$ cat src/rtl/vit_3by4_dec_trb_ctrl.sv
// Traceback scheduler for the 3/4 Viterbi decoder: survivor RAM write addressing,
// decision-tree alignment and sliding-window / flush traceback job issue.
module vit_3by4_dec_trb_ctrl #(
  parameter int pSTATE_W = 6,
  parameter int pADDR_W  = 7,
  parameter int pTRB_LEN = 32,
  parameter int pDEC_LEN = 16,
  parameter int pDEC_LAT = 6
) (
  input  logic                iclk,
  input  logic                iresetn,
  input  logic                iclkena,
  input  logic                ival,
  input  logic                isop,
  input  logic                ieop,
  output logic                owrite,
  output logic [pADDR_W-1:0]  owaddr,
  input  logic [pSTATE_W-1:0] idec_state,
  output logic                otrb_start,
  output logic [pADDR_W-1:0]  otrb_addr,
  output logic [pSTATE_W-1:0] otrb_state,
  output logic [pADDR_W-1:0]  otrb_skip,
  output logic [pADDR_W-1:0]  otrb_len,
  output logic                otrb_eop,
  input  logic                itrb_ready,
  output logic                obusy,
  output logic                oerr
);

  localparam logic [pADDR_W-1:0] cTRIG = pADDR_W'(pTRB_LEN + pDEC_LEN);
  localparam logic [pADDR_W-1:0] cSKIP = pADDR_W'(pTRB_LEN);
  localparam logic [pADDR_W-1:0] cLEN  = pADDR_W'(pDEC_LEN);

  typedef enum logic {IDLE, RUN} state_t;

  state_t               state, state_nxt;
  logic [pADDR_W-1:0]   wptr;
  logic [pDEC_LAT-1:0]  dl_val, dl_sop, dl_eop;
  logic [pADDR_W-1:0]   dl_addr [pDEC_LAT];
  logic                 d_val, d_sop, d_eop;
  logic [pADDR_W-1:0]   d_addr;
  logic [pADDR_W-1:0]   pend, pend_nxt, pend_inc;
  logic                 trig, trig_eop, frame_err, drop, load;
  logic [pADDR_W-1:0]   trig_skip, trig_len;

  assign owrite = ival & iclkena;
  assign owaddr = wptr;
  assign obusy  = (state != IDLE) | otrb_start;

  always_ff @(posedge iclk or negedge iresetn) begin
    if (!iresetn) begin
      wptr <= '0;
    end else if (iclkena && ival) begin
      wptr <= wptr + 1'b1;
    end
  end

  // Symbol descriptors ride alongside the decision tree pipeline so the delayed
  // entry meets the best state computed for the same survivor word.
  always_ff @(posedge iclk or negedge iresetn) begin
    if (!iresetn) begin
      dl_val <= '0;
      dl_sop <= '0;
      dl_eop <= '0;
      for (int i = 0; i < pDEC_LAT; i++) dl_addr[i] <= '0;
    end else if (iclkena) begin
      dl_val[0]  <= ival;
      dl_sop[0]  <= ival & isop;
      dl_eop[0]  <= ival & ieop;
      dl_addr[0] <= wptr;
      for (int i = 1; i < pDEC_LAT; i++) begin
        dl_val[i]  <= dl_val[i-1];
        dl_sop[i]  <= dl_sop[i-1];
        dl_eop[i]  <= dl_eop[i-1];
        dl_addr[i] <= dl_addr[i-1];
      end
    end
  end

  assign d_val  = dl_val[pDEC_LAT-1];
  assign d_sop  = dl_sop[pDEC_LAT-1];
  assign d_eop  = dl_eop[pDEC_LAT-1];
  assign d_addr = dl_addr[pDEC_LAT-1];

  always_ff @(posedge iclk or negedge iresetn) begin
    if (!iresetn) begin
      state <= IDLE;
    end else if (iclkena) begin
      state <= state_nxt;
    end
  end

  // pend counts delivered-but-not-yet-output symbols, including the previous one;
  // pend_inc is that count once the current delayed symbol is added.
  always_comb begin
    state_nxt = state;
    pend_nxt  = pend;
    pend_inc  = pend + 1'b1;
    trig      = 1'b0;
    trig_eop  = 1'b0;
    trig_skip = '0;
    trig_len  = '0;
    frame_err = 1'b0;
    if (d_val) begin
      if (d_sop) begin
        frame_err = (state == RUN);
        if (d_eop) begin
          trig      = 1'b1;
          trig_eop  = 1'b1;
          trig_len  = pADDR_W'(1);
          pend_nxt  = '0;
          state_nxt = IDLE;
        end else begin
          pend_nxt  = pADDR_W'(1);
          state_nxt = RUN;
        end
      end else if (state == RUN) begin
        if (d_eop) begin
          trig      = 1'b1;
          trig_eop  = 1'b1;
          trig_len  = pend_inc;
          pend_nxt  = '0;
          state_nxt = IDLE;
        end else if (pend_inc == cTRIG) begin
          trig      = 1'b1;
          trig_skip = cSKIP;
          trig_len  = cLEN;
          pend_nxt  = cSKIP;
        end else begin
          pend_nxt  = pend_inc;
        end
      end
    end
  end

  assign load = trig & (~otrb_start | itrb_ready);
  assign drop = trig & otrb_start & ~itrb_ready;

  // Single job register: a new job may replace one being accepted this cycle,
  // otherwise it is dropped and the pending job is left untouched.
  always_ff @(posedge iclk or negedge iresetn) begin
    if (!iresetn) begin
      pend       <= '0;
      oerr       <= 1'b0;
      otrb_start <= 1'b0;
      otrb_addr  <= '0;
      otrb_state <= '0;
      otrb_skip  <= '0;
      otrb_len   <= '0;
      otrb_eop   <= 1'b0;
    end else if (iclkena) begin
      pend <= pend_nxt;
      oerr <= frame_err | drop;
      if (load) begin
        otrb_start <= 1'b1;
        otrb_addr  <= d_addr;
        otrb_state <= idec_state;
        otrb_skip  <= trig_skip;
        otrb_len   <= trig_len;
        otrb_eop   <= trig_eop;
      end else if (otrb_start && itrb_ready) begin
        otrb_start <= 1'b0;
      end
    end
  end

endmodule

$ cat config.mk
export PLATFORM = sky130hd
export DESIGN_NAME = vit_3by4_dec_trb_ctrl
export DESIGN_NICKNAME = d
export VERILOG_FILES = /design/src/rtl/vit_3by4_dec_trb_ctrl.sv
export SDC_FILE = /design/constraint.sdc
export NUM_CORES = 1
export LEC_CHECK = 0
export CAP_MARGIN = 20
export CORE_MARGIN = 2
export CORE_UTILIZATION = 55
export DETAILED_ROUTE_END_ITERATION = 7
export PLACE_DENSITY = 0.79
export SETUP_SLACK_MARGIN = 0.5
export SLEW_MARGIN = 20
export SYNTH_ARGS = -nofsm -noshare
export SYNTH_HDL_FRONTEND = slang
export SYNTH_SLANG_ARGS = --single-unit
$ cat constraint.sdc
create_clock -name iclk -period 2.4 [get_ports iclk]
set_clock_uncertainty 0.05 [all_clocks]
set_input_delay 0.48 -clock iclk [delete_from_list [all_inputs] [get_ports iclk]]
set_output_delay 0.48 -clock iclk [all_outputs]
set_load 0.05 [all_outputs]
==> impl_metrics.env <==
export IMPL_ys_types=42
export IMPL_fillers=561
export IMPL_h_tree_depth=3
export IMPL_antenna_found_initial=0
export IMPL_viasPerCell=5.28
export IMPL_clockRootBuffer="clkbuf_8"
export IMPL_cts_sinks=99
export IMPL_worstPathArrival_ns=1.33
export IMPL_drc_errors=0
export IMPL_first_global_vias=2410
export IMPL_crit_fanout=8
export IMPL_post_drt_wl_per_cell_um=15.0
export IMPL_cap_viol_max_count=0
export IMPL_cpMaxStageDelayCell="dfrtp_2"
export IMPL_clock_latency_ns=0.35
export IMPL_crit_type="reg -> out"
export IMPL_cp_required_ns=1.87
export IMPL_first_pass_iters=5
export IMPL_internal_power_mw=3.21
export IMPL_worst_pin_slew_ns=0.602
export IMPL_gp_congestion=0.881
export IMPL_drive_gt1_frac=0.343
export IMPL_async_flop_share=1.00
export IMPL_combPwrFrac=0.310
export IMPL_yosysWarnings=0
export IMPL_final_common_cell="dfrtp_1"
export IMPL_cts_buffers=9
export IMPL_clockBufferDepth=2
export IMPL_pwr_share_clk=0.191
export IMPL_fin_nets=360
export IMPL_relSlewSlack=0.599
export IMPL_p_leak_nw=2.33
export IMPL_cp_slowest_stage_delay_ns=0.47
export IMPL_fmax_mhz=539
export IMPL_diodes=0
export IMPL_syn_inst=291
export IMPL_rsz0062_at_grt="true"
export IMPL_fp_row_count=31
export IMPL_final_cell_mix="98 x dfrtp_1, 60 x mux2_2, 26 x dlygate4sd2_1"
export IMPL_setup_tns_ns=0
export IMPL_synth_edff_count=0
export IMPL_fp_dieH_um=90.6
export IMPL_cts_tree="done"
export IMPL_gr_usage_all_layers=0.183
export IMPL_path_cells="or2_2 > buf_2"
export IMPL_powerDensity_mw_per_mm2=1040
export IMPL_area_growth_syn_to_layout_pct=17.1
export IMPL_start_util=0.568
export IMPL_ys_seq_area_frac=0.601
export IMPL_grt_pass1_wl_um=12000
export IMPL_die_area_mm2=0.00820
export IMPL_drv_slew=0
export IMPL_num_vias=2369
export IMPL_synth_ff_type="dfrtp_1"
export IMPL_hpwl_um=4540
export IMPL_p_total_mw=5.00
export IMPL_finalCritPeriodShare=0.773
export IMPL_synth_avg_cell_area_um2=14.2
export IMPL_final_cells=449
export IMPL_fin_crit_ns=1.86
export IMPL_grt_overflow=0
export IMPL_p_switching_mw=1.79
export IMPL_status="complete, no violations"
export IMPL_drtIter0Drc=137
export IMPL_port_buffers=45
export IMPL_grt_max_degree=52
export IMPL_ant_nets=0
export IMPL_setup_viol=0
export IMPL_min_path_type="in -> reg"
export IMPL_final_hold_viol_count=0
export IMPL_endpoint_kind="output pin"
export IMPL_clkTransAtPathRegs_ns=0.09
export IMPL_peakVddDrop_mv=0.757
export IMPL_startpoint_type="flip-flop"
export IMPL_synth_cell_area_mm2=0.00412
export IMPL_dieWidth_um=90.6
export IMPL_io_pins=52
export IMPL_place_inst=428
export IMPL_synth_seq_cells=99
export IMPL_p_seq_frac=0.499
export IMPL_core_mm2=0.00725
export IMPL_p_sw_frac=0.358
export IMPL_drt_wl_total_um=6740
-- area by class of cell --
class                           count  area [um2]  share of cell area
Tap cell                           99         124              0.0257
Clock inverter                      5        36.3             0.00752
Timing Repair Buffer               56         494               0.102
Multi-Input combinational cell    171        1520               0.315
Inverter                            8        30.0             0.00622
Clock buffer                       11         141              0.0293
Sequential cell                    99        2480               0.514
-- worst paths after layout --
path	slack, ns	end	startpoint	cells after the start
max in group asynchronous	1.12	state	iresetn	3
min in group asynchronous	0.41	pend[6]	iresetn	2
worst min-delay path	0.40	owaddr[0]	iclkena	3
worst max-delay path	0.54	obusy	state	2
worst max register to register	0.57	otrb_addr[5]	pend[0]	6
worst min register to register	0.43	dl_val[0]	dl_val[0]	1
-- cell families (layout without fill, tap and decap cells) --
logic type      after synthesis  after routing  synth area share
fa+ha+maj                     2              2           0.00607
mux                          76             76             0.222
simple gates                 47             47            0.0610
xor+xnor                      9              9            0.0191
compound gates               31             31            0.0538
other cells                   1              6          0.000910
flops                        99             99             0.601
buf+inv                      26             80            0.0355
-- registers in the layout, summed over array words and instances, names as in the netlist --
signal      cells
otrb_addr       7
otrb_skip       1
owaddr          7
dl_sop          6
d_addr          7
state           1
dl_val          6
otrb_len        7
dl_eop          6
oerr            1
dl_addr        35
otrb_state      6
pend            7
otrb_eop        1
otrb_start      1
-- routing by layer --
layer	track usage	up-vias	wire length [um]
li1	-	1125	-
met1	0.247	1163	3090
met2	0.285	67	3190
met3	0.0426	14	313
met4	0.0782	0	149
met5	0	-	0
-- cells in the mapped netlist (3+ instances only) --
master	number	share of area
nor2_1	6	0.0055
inv_1	8	0.0073
mux2_4	16	0.058
xnor2_1	7	0.015
a21oi_1	5	0.0061
buf_4	7	0.013
nand2_1	13	0.012
o21ai_0	6	0.0073
and4b_1	3	0.0073
nand3_1	10	0.012
a21o_1	4	0.0073
mux2_2	60	0.16
clkbuf_1	3	0.0027
dfrtp_1	99	0.60
buf_2	6	0.0073
a22o_1	3	0.0064
-- power groups by stage --
stage | logic, mW | clock network [mW] | registers [mW]
after floorplan | 0.717 | 0 | 2.91
after global placement | 1.58 | 0 | 2.52
after detailed placement | 1.62 | 0 | 2.55
after CTS | 1.58 | 0.992 | 2.50
after global routing | 1.66 | 1.06 | 2.58
final | 1.55 | 0.956 | 2.50
-- metrics by stage --
stage | util | cell area [um2] | setup slack (ns) | hold WS, ns
3_5_place_dp | 0.642 | 4660 | 0.278 | 0.240
5_1_grt | 0.665 | 4830 | 0.488 | 0.393
2_1_floorplan | - | 4140 | 0.522 | 0.134
3_3_place_gp | 0.642 | 4660 | 0.302 | 0.239
6_report | 0.665 | 4830 | 0.544 | 0.400
4_1_cts | 0.668 | 4840 | 0.300 | 0.399
-- worst max-delay path, delay by kind of cell, from the launching register on --
kind / cells / cell delay [ns]
DFF: 1 / 0.47
and+or+nand+nor: 1 / 0.30
buffers and inverters: 1 / 0.21
-- timing repair --
| action | 4_1_cts | 5_1_grt |
|---|---|---|
| endpoints found under the hold margin | 5 | 0 |
| gates cloned | 0 | 0 |
| gates resized for setup | 39 | 11 |
| endpoints found under the setup margin | 50 | 7 |
| setup buffers | 4 | 0 |
| hold buffers | 1 | 0 |
| pin swaps | 0 | 0 |
No activity file was read; power rests on OpenSTA's default activity.
